File: src/rtl/csr_file_pkg.sv
// Shared CSR addresses, exception codes, bus layouts and the masked-write helper
// for the LoongArch CSR file.
package csr_file_pkg;

  localparam int CSR_CTRL_LEN = 80;
  localparam int WB2CSR_LEN   = 81;

  localparam logic [13:0] CSR_CRMD   = 14'h000;
  localparam logic [13:0] CSR_PRMD   = 14'h001;
  localparam logic [13:0] CSR_ECFG   = 14'h004;
  localparam logic [13:0] CSR_ESTAT  = 14'h005;
  localparam logic [13:0] CSR_ERA    = 14'h006;
  localparam logic [13:0] CSR_BADV   = 14'h007;
  localparam logic [13:0] CSR_EENTRY = 14'h00C;
  localparam logic [13:0] CSR_SAVE0  = 14'h030;
  localparam logic [13:0] CSR_SAVE1  = 14'h031;
  localparam logic [13:0] CSR_SAVE2  = 14'h032;
  localparam logic [13:0] CSR_SAVE3  = 14'h033;
  localparam logic [13:0] CSR_TID    = 14'h040;
  localparam logic [13:0] CSR_TCFG   = 14'h041;
  localparam logic [13:0] CSR_TVAL   = 14'h042;
  localparam logic [13:0] CSR_TICLR  = 14'h044;

  localparam logic [31:0] CRMD_WMASK   = 32'h0000_01FF;
  localparam logic [31:0] PRMD_WMASK   = 32'h0000_0007;
  localparam logic [31:0] ECFG_WMASK   = 32'h0000_1BFF;
  localparam logic [31:0] ESTAT_WMASK  = 32'h0000_0003;
  localparam logic [31:0] EENTRY_WMASK = 32'hFFFF_FFC0;
  localparam logic [31:0] FULL_WMASK   = 32'hFFFF_FFFF;

  localparam logic [5:0] ECODE_ADE    = 6'h08;
  localparam logic [5:0] ECODE_ALE    = 6'h09;
  localparam logic [8:0] ESUBCODE_ADEF = 9'h000;
  localparam logic [8:0] ESUBCODE_ADEM = 9'h001;

  typedef struct packed {
    logic        re;
    logic        we;
    logic [13:0] num;
    logic [31:0] wmask;
    logic [31:0] wvalue;
  } csr_ctrl_t;

  typedef struct packed {
    logic        ertn;
    logic        wb_ex;
    logic [5:0]  ecode;
    logic [8:0]  esubcode;
    logic [31:0] pc;
    logic [31:0] vaddr;
  } wb2csr_t;

  function automatic logic [31:0] csr_merge(input logic [31:0] old_val, input logic [31:0] wvalue,
                                            input logic [31:0] wmask, input logic [31:0] field_mask);
    logic [31:0] m;
    m = wmask & field_mask;
    return (old_val & ~m) | (wvalue & m);
  endfunction

endpackage

File: src/rtl/csr_file_if.sv
// WB -> CSR request/response bundle: WB drives the request, the CSR file returns read data.
interface csr_file_if;
  import csr_file_pkg::*;

  logic                    wb_valid;
  logic [CSR_CTRL_LEN-1:0] csr_ctrl;
  logic [WB2CSR_LEN-1:0]   to_csr_in_bus;
  logic [31:0]             csr_rvalue;

  modport master (output wb_valid, output csr_ctrl, output to_csr_in_bus, input csr_rvalue);
  modport slave  (input wb_valid, input csr_ctrl, input to_csr_in_bus, output csr_rvalue);
endinterface

File: src/rtl/csr_timer.sv
// Stable timer: holds TCFG, counts TVAL down and pulses fire when an enabled count reaches zero.
module csr_timer (
  input  logic        clk,
  input  logic        resetn,
  input  logic        tcfg_we,
  input  logic [31:0] tcfg_wdata,
  output logic [31:0] tcfg,
  output logic [31:0] tval,
  output logic        fire
);
  logic [31:0] tcfg_r;
  logic [31:0] tval_r;
  logic        fire_s;

  // A reload from a TCFG write takes the place of a fire in the same cycle
  assign fire_s = ~tcfg_we & tcfg_r[0] & (tval_r == 32'h0000_0000);

  // TCFG/TVAL state: write-load, fire-reload or park, then plain countdown
  always_ff @(posedge clk) begin
    if (!resetn) begin
      tcfg_r <= 32'h0000_0000;
      tval_r <= 32'hFFFF_FFFF;
    end else if (tcfg_we) begin
      tcfg_r <= tcfg_wdata;
      if (tcfg_wdata[0]) begin
        tval_r <= {tcfg_wdata[31:2], 2'b00};
      end
    end else if (fire_s) begin
      tval_r <= tcfg_r[1] ? {tcfg_r[31:2], 2'b00} : 32'hFFFF_FFFF;
    end else if (tcfg_r[0] && (tval_r != 32'hFFFF_FFFF)) begin
      tval_r <= tval_r - 32'd1;
    end
  end

  assign tcfg = tcfg_r;
  assign tval = tval_r;
  assign fire = fire_s;
endmodule

File: src/rtl/csr_file.sv
// LoongArch CSR file: combinational reads, masked writes, exception/ERTN commit,
// timer and interrupt pending state.
module csr_file
  import csr_file_pkg::*;
#(
  parameter logic [31:0] TID_INIT = 32'h0000_0000,
  parameter int          HW_INT_W = 8
) (
  input  logic                clk,
  input  logic                resetn,
  csr_file_if.slave           wb,
  input  logic [HW_INT_W-1:0] hw_int_in,
  output logic [31:0]         ex_entry,
  output logic [31:0]         ertn_entry,
  output logic                has_int
);
  csr_ctrl_t   ctrl_s;
  wb2csr_t     exb_s;
  logic        ex_s, ertn_s, we_s;
  logic [7:0]  hw_s;
  logic        unused_ok_s;

  logic [8:0]  crmd_r;
  logic [2:0]  prmd_r;
  logic [12:0] ecfg_r;
  logic [12:0] is_r;
  logic [5:0]  ecode_r;
  logic [8:0]  esub_r;
  logic [31:0] era_r, badv_r, tid_r;
  logic [25:0] eentry_r;
  logic [31:0] save_r [0:3];

  logic [31:0] crmd_v_s, prmd_v_s, ecfg_v_s, estat_v_s, eentry_v_s;
  logic [31:0] tcfg_s, tval_s, rdata_s;
  logic        fire_s, ticlr_clr_s;

  assign ctrl_s      = csr_ctrl_t'(wb.csr_ctrl);
  assign exb_s       = wb2csr_t'(wb.to_csr_in_bus);
  assign hw_s        = 8'(hw_int_in);
  assign unused_ok_s = ctrl_s.re;

  // Exception beats ERTN, and either one drops a coinciding CSR write
  assign ex_s   = exb_s.wb_ex;
  assign ertn_s = exb_s.ertn & ~exb_s.wb_ex;
  assign we_s   = wb.wb_valid & ctrl_s.we & ~exb_s.wb_ex & ~exb_s.ertn;

  assign crmd_v_s   = {23'h0, crmd_r};
  assign prmd_v_s   = {29'h0, prmd_r};
  assign ecfg_v_s   = {19'h0, ecfg_r};
  assign estat_v_s  = {1'b0, esub_r, ecode_r, 3'b000, is_r};
  assign eentry_v_s = {eentry_r, 6'b00_0000};

  assign ticlr_clr_s = we_s & (ctrl_s.num == CSR_TICLR) & ctrl_s.wmask[0] & ctrl_s.wvalue[0];

  csr_timer u_timer (
    .clk        (clk),
    .resetn     (resetn),
    .tcfg_we    (we_s & (ctrl_s.num == CSR_TCFG)),
    .tcfg_wdata (csr_merge(tcfg_s, ctrl_s.wvalue, ctrl_s.wmask, FULL_WMASK)),
    .tcfg       (tcfg_s),
    .tval       (tval_s),
    .fire       (fire_s)
  );

  // Architectural state: reset, exception/ERTN commit, masked writes, interrupt sampling
  always_ff @(posedge clk) begin
    if (!resetn) begin
      crmd_r   <= 9'h008;
      prmd_r   <= 3'h0;
      ecfg_r   <= 13'h0000;
      is_r     <= 13'h0000;
      ecode_r  <= 6'h00;
      esub_r   <= 9'h000;
      era_r    <= 32'h0000_0000;
      badv_r   <= 32'h0000_0000;
      eentry_r <= 26'h0;
      tid_r    <= TID_INIT;
      for (int i = 0; i < 4; i++) save_r[i] <= 32'h0000_0000;
    end else begin
      if (ex_s) begin
        prmd_r      <= crmd_r[2:0];
        crmd_r[2:0] <= 3'b000;
        ecode_r     <= exb_s.ecode;
        esub_r      <= exb_s.esubcode;
        era_r       <= exb_s.pc;
        if ((exb_s.ecode == ECODE_ADE) && (exb_s.esubcode == ESUBCODE_ADEF)) begin
          badv_r <= exb_s.pc;
        end else if ((exb_s.ecode == ECODE_ALE) ||
                     ((exb_s.ecode == ECODE_ADE) && (exb_s.esubcode == ESUBCODE_ADEM))) begin
          badv_r <= exb_s.vaddr;
        end
      end else if (ertn_s) begin
        crmd_r[2:0] <= prmd_r;
      end else if (we_s) begin
        case (ctrl_s.num)
          CSR_CRMD:   crmd_r   <= 9'(csr_merge(crmd_v_s, ctrl_s.wvalue, ctrl_s.wmask, CRMD_WMASK));
          CSR_PRMD:   prmd_r   <= 3'(csr_merge(prmd_v_s, ctrl_s.wvalue, ctrl_s.wmask, PRMD_WMASK));
          CSR_ECFG:   ecfg_r   <= 13'(csr_merge(ecfg_v_s, ctrl_s.wvalue, ctrl_s.wmask, ECFG_WMASK));
          CSR_ESTAT:  is_r[1:0] <= 2'(csr_merge(estat_v_s, ctrl_s.wvalue, ctrl_s.wmask, ESTAT_WMASK));
          CSR_ERA:    era_r    <= csr_merge(era_r, ctrl_s.wvalue, ctrl_s.wmask, FULL_WMASK);
          CSR_BADV:   badv_r   <= csr_merge(badv_r, ctrl_s.wvalue, ctrl_s.wmask, FULL_WMASK);
          CSR_EENTRY: eentry_r <= 26'(csr_merge(eentry_v_s, ctrl_s.wvalue, ctrl_s.wmask,
                                                EENTRY_WMASK) >> 6);
          CSR_SAVE0:  save_r[0] <= csr_merge(save_r[0], ctrl_s.wvalue, ctrl_s.wmask, FULL_WMASK);
          CSR_SAVE1:  save_r[1] <= csr_merge(save_r[1], ctrl_s.wvalue, ctrl_s.wmask, FULL_WMASK);
          CSR_SAVE2:  save_r[2] <= csr_merge(save_r[2], ctrl_s.wvalue, ctrl_s.wmask, FULL_WMASK);
          CSR_SAVE3:  save_r[3] <= csr_merge(save_r[3], ctrl_s.wvalue, ctrl_s.wmask, FULL_WMASK);
          CSR_TID:    tid_r    <= csr_merge(tid_r, ctrl_s.wvalue, ctrl_s.wmask, FULL_WMASK);
          default:    ;
        endcase
      end
      is_r[9:2] <= hw_s;
      // A timer fire in the same cycle overrides a TICLR clear
      if (fire_s) begin
        is_r[11] <= 1'b1;
      end else if (ticlr_clr_s) begin
        is_r[11] <= 1'b0;
      end
    end
  end

  // Read mux; unmapped addresses and TICLR read as zero
  always_comb begin
    rdata_s = 32'h0000_0000;
    case (ctrl_s.num)
      CSR_CRMD:   rdata_s = crmd_v_s;
      CSR_PRMD:   rdata_s = prmd_v_s;
      CSR_ECFG:   rdata_s = ecfg_v_s;
      CSR_ESTAT:  rdata_s = estat_v_s;
      CSR_ERA:    rdata_s = era_r;
      CSR_BADV:   rdata_s = badv_r;
      CSR_EENTRY: rdata_s = eentry_v_s;
      CSR_SAVE0:  rdata_s = save_r[0];
      CSR_SAVE1:  rdata_s = save_r[1];
      CSR_SAVE2:  rdata_s = save_r[2];
      CSR_SAVE3:  rdata_s = save_r[3];
      CSR_TID:    rdata_s = tid_r;
      CSR_TCFG:   rdata_s = tcfg_s;
      CSR_TVAL:   rdata_s = tval_s;
      CSR_TICLR:  rdata_s = 32'h0000_0000;
      default:    rdata_s = 32'h0000_0000;
    endcase
  end

  assign wb.csr_rvalue = rdata_s;
  assign ex_entry      = eentry_v_s;
  assign ertn_entry    = era_r;
  assign has_int       = crmd_r[2] & (|(is_r & ecfg_r));
endmodule

File: src/flat_wrapper.sv
// flat-port wrapper written by rule: the top's interface ports become plain ports
module csr_file_flat import csr_file_pkg::*;
#(
  parameter logic [31:0] TID_INIT = 32'h0000_0000,
  parameter int          HW_INT_W = 8
)
  (clk, resetn, hw_int_in, ex_entry, ertn_entry, has_int, wb_wb_valid, wb_csr_ctrl, wb_to_csr_in_bus, wb_csr_rvalue);
  csr_file_if wb_i ();
  input  logic clk;
  input  logic resetn;
  input  logic [HW_INT_W-1:0] hw_int_in;
  output logic [31:0] ex_entry;
  output logic [31:0] ertn_entry;
  output logic has_int;
  input wire logic [$bits(wb_i.wb_valid)-1:0] wb_wb_valid;
  input wire logic [$bits(wb_i.csr_ctrl)-1:0] wb_csr_ctrl;
  input wire logic [$bits(wb_i.to_csr_in_bus)-1:0] wb_to_csr_in_bus;
  output wire logic [$bits(wb_i.csr_rvalue)-1:0] wb_csr_rvalue;
  assign wb_i.wb_valid = wb_wb_valid;
  assign wb_i.csr_ctrl = wb_csr_ctrl;
  assign wb_i.to_csr_in_bus = wb_to_csr_in_bus;
  assign wb_csr_rvalue = wb_i.csr_rvalue;
  csr_file #(.TID_INIT(TID_INIT), .HW_INT_W(HW_INT_W)) u_core (.clk(clk), .resetn(resetn), .wb(wb_i), .hw_int_in(hw_int_in), .ex_entry(ex_entry), .ertn_entry(ertn_entry), .has_int(has_int));
endmodule
File: config.mk
export PLATFORM = sky130hd
export DESIGN_NAME = csr_file_flat
export DESIGN_NICKNAME = d
export VERILOG_FILES = /design/src/rtl/csr_file_pkg.sv /design/src/rtl/csr_file_if.sv /design/src/rtl/csr_timer.sv /design/src/rtl/csr_file.sv /design/src/flat_wrapper.sv
export SDC_FILE = /design/constraint.sdc
export NUM_CORES = 1
export LEC_CHECK = 0
export BUFFER_PORTS_ARGS = -buffer_cell sky130_fd_sc_hd__buf_4
export CORE_MARGIN = 3
export CORE_UTILIZATION = 55
export DETAILED_ROUTE_END_ITERATION = 8
export MAX_ROUTING_LAYER = met4
export PLACE_DENSITY = 0.79
export REMOVE_ABC_BUFFERS = 1
export SLEW_MARGIN = 10
export SYNTH_ARGS = -nofsm -noshare
export SYNTH_HDL_FRONTEND = slang
export SYNTH_SLANG_ARGS = --single-unit
File: constraint.sdc
create_clock -name clk -period 8.3 [get_ports clk]
set_input_delay 0.83 -clock clk [delete_from_list [all_inputs] [get_ports clk]]
set_output_delay 0.83 -clock clk [all_outputs]
set_load 0.01 [all_outputs]
==> results.toml, run 1 <==
[detailed_routing]
number_of_design_rule_violations_left_after_detail_routing = 0
drt-initial-drc-count = 2914
routed_wl_um = 75920
post_drt_wl_per_cell_um = 25.39
vias_per_cell = 6.887
antenna_violating_nets_post_route = 0
routed-via-count = 20590
dr.pass1.iters = 9

[timing]
report.final.setup_viol = 0
tns_ns = 0
layout_setup_ws_ns = 3.278
hold_viol_final = 0
worst_slew_margin_rel_pct = 16.59
final.period_utilization_pct = 60.51
grt_setup_unrepaired = "false"
fin_worst_skew_ns = 0.009268
worst_pin_slew_ns = 1.246
final.min_clock_period_ns = 5.022
final-max-slew-violation-count = 0
fmax_ghz = 0.1991

[worst_setup_path]
crit_required_ns = 7.47
crit_path_capture_type = "output port"
crit_arrival_ns = 4.19
critPathLaunchType = "input port"
worst_setup_sp = "wb_csr_ctrl[64]"
criticalPathCategory = "input port to output port"
path_max_fanout = 38
worst_r2r_startpoint = "u_core.u_timer.tval[0]"

[power_and_ir_drop]
netSwitchingFraction_pct = 24.94
vdd.ir_drop.worst_v = 0.0001213
clock_power_share_pct = 43.7
pwr-share-seq_pct = 47.4
p_leak_uw = 0.008873
netSwitchingPower_uw = 1008
cell_internal_power_uw = 3035
power_per_cell_area_nw_per_um2 = 172.8
combPwrFrac_pct = 8.9

[finish]
layout.nets = 2673
post_route_cells_drive_above_1_share_pct = 17.64
n_antenna_cell = 0
area_growth_syn_to_layout_pct = 17.13

[synth]
yosys.cell_count.top_type = "sky130_fd_sc_hd__nand2_1"
ys_seq_area_share_pct = 42.88
syn_inst = 2366
synth_edf_count = 128
synthesis.area_sq_um = 19980
dominantRegCellSynth = "sky130_fd_sc_hd__dfxtp_1"
synthTopCellsByCount = "290 x sky130_fd_sc_hd__nand2_1, 284 x sky130_fd_sc_hd__a21oi_1, 236 x sky130_fd_sc_hd__dfxtp_1"
post_synth.cell_area_avg_sq_um = 8.445
async_reset_ff_share_pct = 0
yosysUniqueCellTypes = 75
synth_top_area_cell = "sky130_fd_sc_hd__dfxtp_1"
synthesis.yosys.warnings = 0
yosys-top-cells-area = "sky130_fd_sc_hd__dfxtp_1 24%, sky130_fd_sc_hd__edfxtp_1 19%, sky130_fd_sc_hd__a21oi_1 7.1%"
postSynthRegisterBits = 364
post-synth-top-area-fraction_pct = 23.64

[clock_tree]
cts_root_buf = "sky130_fd_sc_hd__clkbuf_16"
cts_sinks = 364
clk_transition_reported_paths_ns = 0.07
cts_tree = "done"
cts_resized = 0
insertion_delay_ns = 0.54
cts.repair_timing.setup_buffer_count = 0
cts.hold.buffers_added = 0
htreeDepth = 2
cts-buffers-inserted = 40
max-clock-path-buffers = 3

[place]
post-dp-hpwl_um = 48050
preCtsSetupSlack_ns = 3.362
port-buffer-count = 261
globalplace.congestion = 0.9481

[floorplan]
chipHeight_um = 196.6
core-area_sq_um = 35660
die_w_um = 196.6
die-area_sq_um = 38650
rows = 69
num_ports = 269
start_util_pct = 56.04

[global_route]
vias_in_the_first_global_route = 19520
wire_length_of_the_first_global_routing_pass_um = 113400
grt_max_degree = 67
globalRouteOverflowTotal = 0
grt_antenna_before_repair = 1
grtUsageTotal_pct = 38.56

[outcome]
run_status = "finished, final reports clean"

[min_path]
min-delay-path-class = "flop to flop"

[job]
maxCapViolations = 0
## critical path: stages
cell and delay, ns:
sky130_fd_sc_hd__buf_4 0.32, sky130_fd_sc_hd__nor2b_1 0.63, sky130_fd_sc_hd__nand2_1 0.46, sky130_fd_sc_hd__nor2_2 0.86
sky130_fd_sc_hd__buf_4 0.48, sky130_fd_sc_hd__a222oi_1 0.21, sky130_fd_sc_hd__o211ai_1 0.18, sky130_fd_sc_hd__buf_4 0.17
## layout by cell type (no fill, tap or decap), drive strengths merged, types with 8 or more instances in the layout
cell type  instances
o221a             24
a221oi            22
nor3b              9
dfxtp            236
a311oi            21
nor2b              9
a222oi            14
nand2            290
a21oi            284
xnor2             11
buf              302
a22o              24
a211oi            23
a31oi             22
o31ai             11
nor2             198
a22oi             91
clkinv            11
nand3            118
nand2b           139
nor4              24
edfxtp           128
mux2i            102
nand4             37
o21ai             94
or4                8
a32oi             21
nor3              39
or3               12
o211ai            11
inv               25
mux2              22
and2              11
clkbuf            57
## routing by layer
layer | global-route usage, % | wire [um] | up-vias | part of all wire, %
met5 | - | 0 | - | 0
met2 | 59.70 | 34160 | 1571 | 45
met1 | 49.40 | 28130 | 9739 | 37
met4 | 17.37 | 3914 | 0 | 5.2
met3 | 7.453 | 9711 | 294 | 13
li1 | - | - | 8988 | -
## power groups by stage
stage,clock [uW],combinational [uW],sequential (uW)
after floorplan,0,130,1950
after global placement,0,340,1950
after detailed placement,0,349,1950
after CTS,1760,350,1910
after global routing,1830,380,1920
final,1770,361,1920
## through the flow
stage	cells	cell area [sq um]	power, uW	util [%]	hold WS [ns]
finish	2990	23400	4044	65.64	0.4594
floorplan	2155	19150	2078	-	0.4322
global route	2990	23400	4130	65.64	0.4712
global placement	2918	22140	2289	62.10	0.4391
detailed placement	2918	22140	2300	62.10	0.4502
CTS	2990	23400	4028	65.64	0.4585
## cell type report
cell class | instances | area, sq um
inverters | 23 | 88.84
flip-flops and latches | 364 | 8568
repair buffers | 302 | 2267
clock buffers | 57 | 1136
fillers | 2897 | 12250
well taps | 461 | 576.8
multi-input cells | 1768 | 10640
clock inverters | 15 | 125.1
## logic make-up (layout without fill, tap and decap cells)
kind of cell / after synthesis / in the layout / share of synthesized area (%)
AND/OR/NAND/NOR: 925 / 925 / 22.60
AO/OA/AOI/OAI: 698 / 698 / 22.67
flip-flops: 364 / 364 / 42.88
buffers and inverters: 239 / 397 / 4.709
multiplexers: 125 / 125 / 6.462
XOR/XNOR: 12 / 12 / 0.5260
adder cells (fa/ha/maj): 2 / 2 / 0.1252
other: 1 / 6 / 0.01877
## path summary, 6_finish.rpt
kind	cells past startpoint	endpoint	slack, ns
worst min register to register	2	flop	0.46
worst min-delay path	2	flop	0.46
worst max-delay path	8	wb_csr_rvalue[1]	3.28
worst max register to register	8	u_core.u_timer.tval[30]	4.60
Power figures use the tool's default switching activity.
==> run 2, diff against run 1 <==
--- a/config.mk
+++ b/config.mk
@@ -5,12 +5,13 @@
 export SDC_FILE = /design/constraint.sdc
 export NUM_CORES = 1
 export LEC_CHECK = 0
+export ABC_AREA = 1
 export BUFFER_PORTS_ARGS = -buffer_cell sky130_fd_sc_hd__buf_4
 export CORE_MARGIN = 3
 export CORE_UTILIZATION = 55
 export DETAILED_ROUTE_END_ITERATION = 8
 export MAX_ROUTING_LAYER = met4
-export PLACE_DENSITY = 0.79
+export PLACE_DENSITY = 0.78
 export REMOVE_ABC_BUFFERS = 1
 export SLEW_MARGIN = 10
 export SYNTH_ARGS = -nofsm -noshare
==> constraint.sdc (replaced) <==
create_clock -name clk -period 5.1 [get_ports clk]
set_input_delay 0.51 -clock clk [delete_from_list [all_inputs] [get_ports clk]]
set_output_delay 0.51 -clock clk [all_outputs]
set_load 0.01 [all_outputs]
==> run 2 against run 1 <==
Synthesized area is 3.8% higher. Clock-buffer cell count is 4 higher. Clock skew is 0.0024 ns higher. Synthesized cell count is 30% higher. Sequential power is 64% higher. Routed wire length is 3.4% higher. Highest routed layer unchanged.
==> results.toml, run 2 <==
[outcome]
run_status = "finished, final reports clean"

[floorplan]
die_w_um = 200.2
num_ports = 269
rows = 70
core-area_sq_um = 36870
start_util_pct = 56.23
die-area_sq_um = 40060
chipHeight_um = 200.2

[worst_setup_path]
criticalPathCategory = "input port to output port"
critical_path.cell_chain = "buf_4, nor2_1, nand3_2, nor3_1, nand3_1, inv_1, buf_4, nand2_1, o21ai_0, a21oi_1, nand2_1, buf_4"
crit_arrival_ns = 2.95
crit_required_ns = 4.59
crit_path_capture_type = "output port"
r2r_setup_slack_ns = 2.47
path_max_fanout = 31
crit_path_frequent_cell = "sky130_fd_sc_hd__buf_4"
worstReg2RegEnd = "u_core.u_timer.tval[20]"
worst-r2r-cell-count = 13
critPathLaunchType = "input port"
worst_r2r_startpoint = "u_core.u_timer.tval[0]"
critPathSlowestCell = "sky130_fd_sc_hd__buf_4"
critPathMaxStageDelay_ns = 0.56

[synth]
synthesis.yosys.warnings = 0
async_reset_ff_share_pct = 0
ys_seq_area_share_pct = 41.33
post-synth-top-area-fraction_pct = 22.79
postSynthRegisterBits = 364
yosys-top-cells-area = "sky130_fd_sc_hd__dfxtp_1 23%, sky130_fd_sc_hd__edfxtp_1 19%, sky130_fd_sc_hd__nand2_1 15%"
synthesis.area_sq_um = 20730
yosys.cell_count.top_type = "sky130_fd_sc_hd__nand2_1"
syn_inst = 3079
yosysUniqueCellTypes = 47
post_synth.cell_area_avg_sq_um = 6.734
synthTopCellsByCount = "838 x sky130_fd_sc_hd__nand2_1, 474 x sky130_fd_sc_hd__nor2_1, 316 x sky130_fd_sc_hd__a21oi_1"
synth_edf_count = 128
synth_top_area_cell = "sky130_fd_sc_hd__dfxtp_1"
dominantRegCellSynth = "sky130_fd_sc_hd__dfxtp_1"

[detailed_routing]
antenna_violating_nets_post_route = 0
vias_per_cell = 5.972
drt-initial-drc-count = 2770
routed_wl_um = 78520
routed-via-count = 22810
dr.pass1.iters = 6
post_drt_wl_per_cell_um = 20.56
number_of_design_rule_violations_left_after_detail_routing = 0

[global_route]
grt_max_degree = 69
globalRouteOverflowTotal = 0
grtUsageTotal_pct = 38.70
vias_in_the_first_global_route = 21310
grt_antenna_before_repair = 1
wire_length_of_the_first_global_routing_pass_um = 119700

[min_path]
hold_start = "hw_int_in[1]"
min-delay-path-class = "input port to flop"
holdPathStages = 3
hold_end = "u_core.is_r[3]"

[power_and_ir_drop]
netSwitchingPower_uw = 1696
pwr-share-seq_pct = 45.5
p_leak_uw = 0.01098
power_per_cell_area_nw_per_um2 = 282.2
netSwitchingFraction_pct = 24.62
clock_power_share_pct = 45.1
combPwrFrac_pct = 9.3
cell_internal_power_uw = 5195
vdd.ir_drop.worst_v = 0.0001839

[finish]
postLayoutCellArea_sq_um = 24420
most_common_library_cell_in_the_layout_ignoring_fill_and_taps = "sky130_fd_sc_hd__nand2_1"
final_cell_mix = "838 x sky130_fd_sc_hd__nand2_1, 473 x sky130_fd_sc_hd__nor2_1, 315 x sky130_fd_sc_hd__a21oi_1, 306 x sky130_fd_sc_hd__buf_4, 297 x sky130_fd_sc_hd__inv_1"
post_route_cells_drive_above_1_share_pct = 12.32
fin_cells = 3820
area_growth_syn_to_layout_pct = 17.76
layout.nets = 3454

[timing]
worst_pin_slew_ns = 1.119
hold_viol_final = 0
worst_slew_margin_rel_pct = 25.24
tns_ns = 0
final.min_clock_period_ns = 3.456
final.period_utilization_pct = 67.77
report.final.setup_viol = 0
final-max-slew-violation-count = 0
grt_setup_unrepaired = "false"
fin_worst_skew_ns = 0.01162
fmax_ghz = 0.2893

[clock_tree]
cts_resized = 0
cts.hold.buffers_added = 0
cts.repair_timing.setup_buffer_count = 0
cts_root_buf = "sky130_fd_sc_hd__clkbuf_16"
insertion_delay_ns = 0.56
cts-buffers-inserted = 41
cts_tree = "done"
max-clock-path-buffers = 3
htreeDepth = 2
cts_sinks = 364
clk_transition_reported_paths_ns = 0.06

[place]
placed_cells = 3741
globalplace.congestion = 0.9772
post-dp-hpwl_um = 52520
post_dp_cell_area_sq_um = 23010
port-buffer-count = 261

[job]
maxCapViolations = 0
run 2: cells by family (layout without fill, tap and decap cells):
kind of cell,count (synthesis),in the layout,share of synthesized area [%]
simple gates,1562,1562,30.71
fa+ha+maj,2,2,0.1207
other cells,1,9,0.01809
buf+inv,470,699,9.257
xor+xnor,11,11,0.4647
flops,364,364,41.33
compound gates,669,669,18.10
run 2: metrics by stage:
| stage | util [%] | power [uW] | hold WS (ns) | setup WS, ns |
|---|---|---|---|---|
| after floorplan | - | 3488 | 0.4239 | 0.8772 |
| final | 66.22 | 6891 | 0.1323 | 1.644 |
| after detailed placement | 62.40 | 3818 | 0.4436 | 1.611 |
| after global routing | 66.20 | 7089 | 0.1388 | 1.532 |
| after global placement | 62.40 | 3800 | 0.4371 | 1.627 |
| after CTS | 66.20 | 6881 | 0.1197 | 1.744 |
run 2: layer usage:
| layer | up-vias | routed length, um | track usage, % |
|---|---|---|---|
| li1 | 10530 | - | - |
| met1 | 10530 | 30910 | 50.09 |
| met2 | 1500 | 35390 | 60.54 |
| met3 | 255 | 9040 | 6.826 |
| met4 | 0 | 3180 | 15.57 |
| met5 | - | 0 | - |
run 2: final cells by class:
class	count	area [sq um]
diodes	3	7.507
clock buffers	61	1204
clock inverters	15	196.4
fillers	3290	12460
inverters	316	1190
multi-input cells	2250	10300
flip-flops and latches	364	8568
well taps	504	630.6
repair buffers	307	2317
run 2: power by group through the flow:
| stage | clock network (uW) | logic (uW) | registers [uW] |
|---|---|---|---|
| floorplan | 0 | 295 | 3190 |
| global placement | 0 | 608 | 3190 |
| detailed placement | 0 | 622 | 3200 |
| CTS | 3120 | 626 | 3130 |
| global route | 3250 | 695 | 3140 |
| finish | 3110 | 643 | 3140 |
run 2: worst max-delay path, delay by kind of cell:
family          cells  cell delay, ns
buf+inv             4            0.96
simple gates        6            1.31
compound gates      2            0.16
run 2: worst max path at each step:
stage                               from                endpoint  slack, ns  cells past startpoint
floorplan           wb_to_csr_in_bus[79]     u_core.save_r[2][0]       0.88                      3
global placement    wb_to_csr_in_bus[76]                    flop       1.63                     13
detailed placement       wb_csr_ctrl[75]  u_core.u_timer.tval[4]       1.61                     13
CTS                      wb_csr_ctrl[75]        wb_csr_rvalue[7]       1.74                     14
global route             wb_csr_ctrl[75]        wb_csr_rvalue[0]       1.53                     12
finish                   wb_csr_ctrl[75]       wb_csr_rvalue[17]       1.64                     12
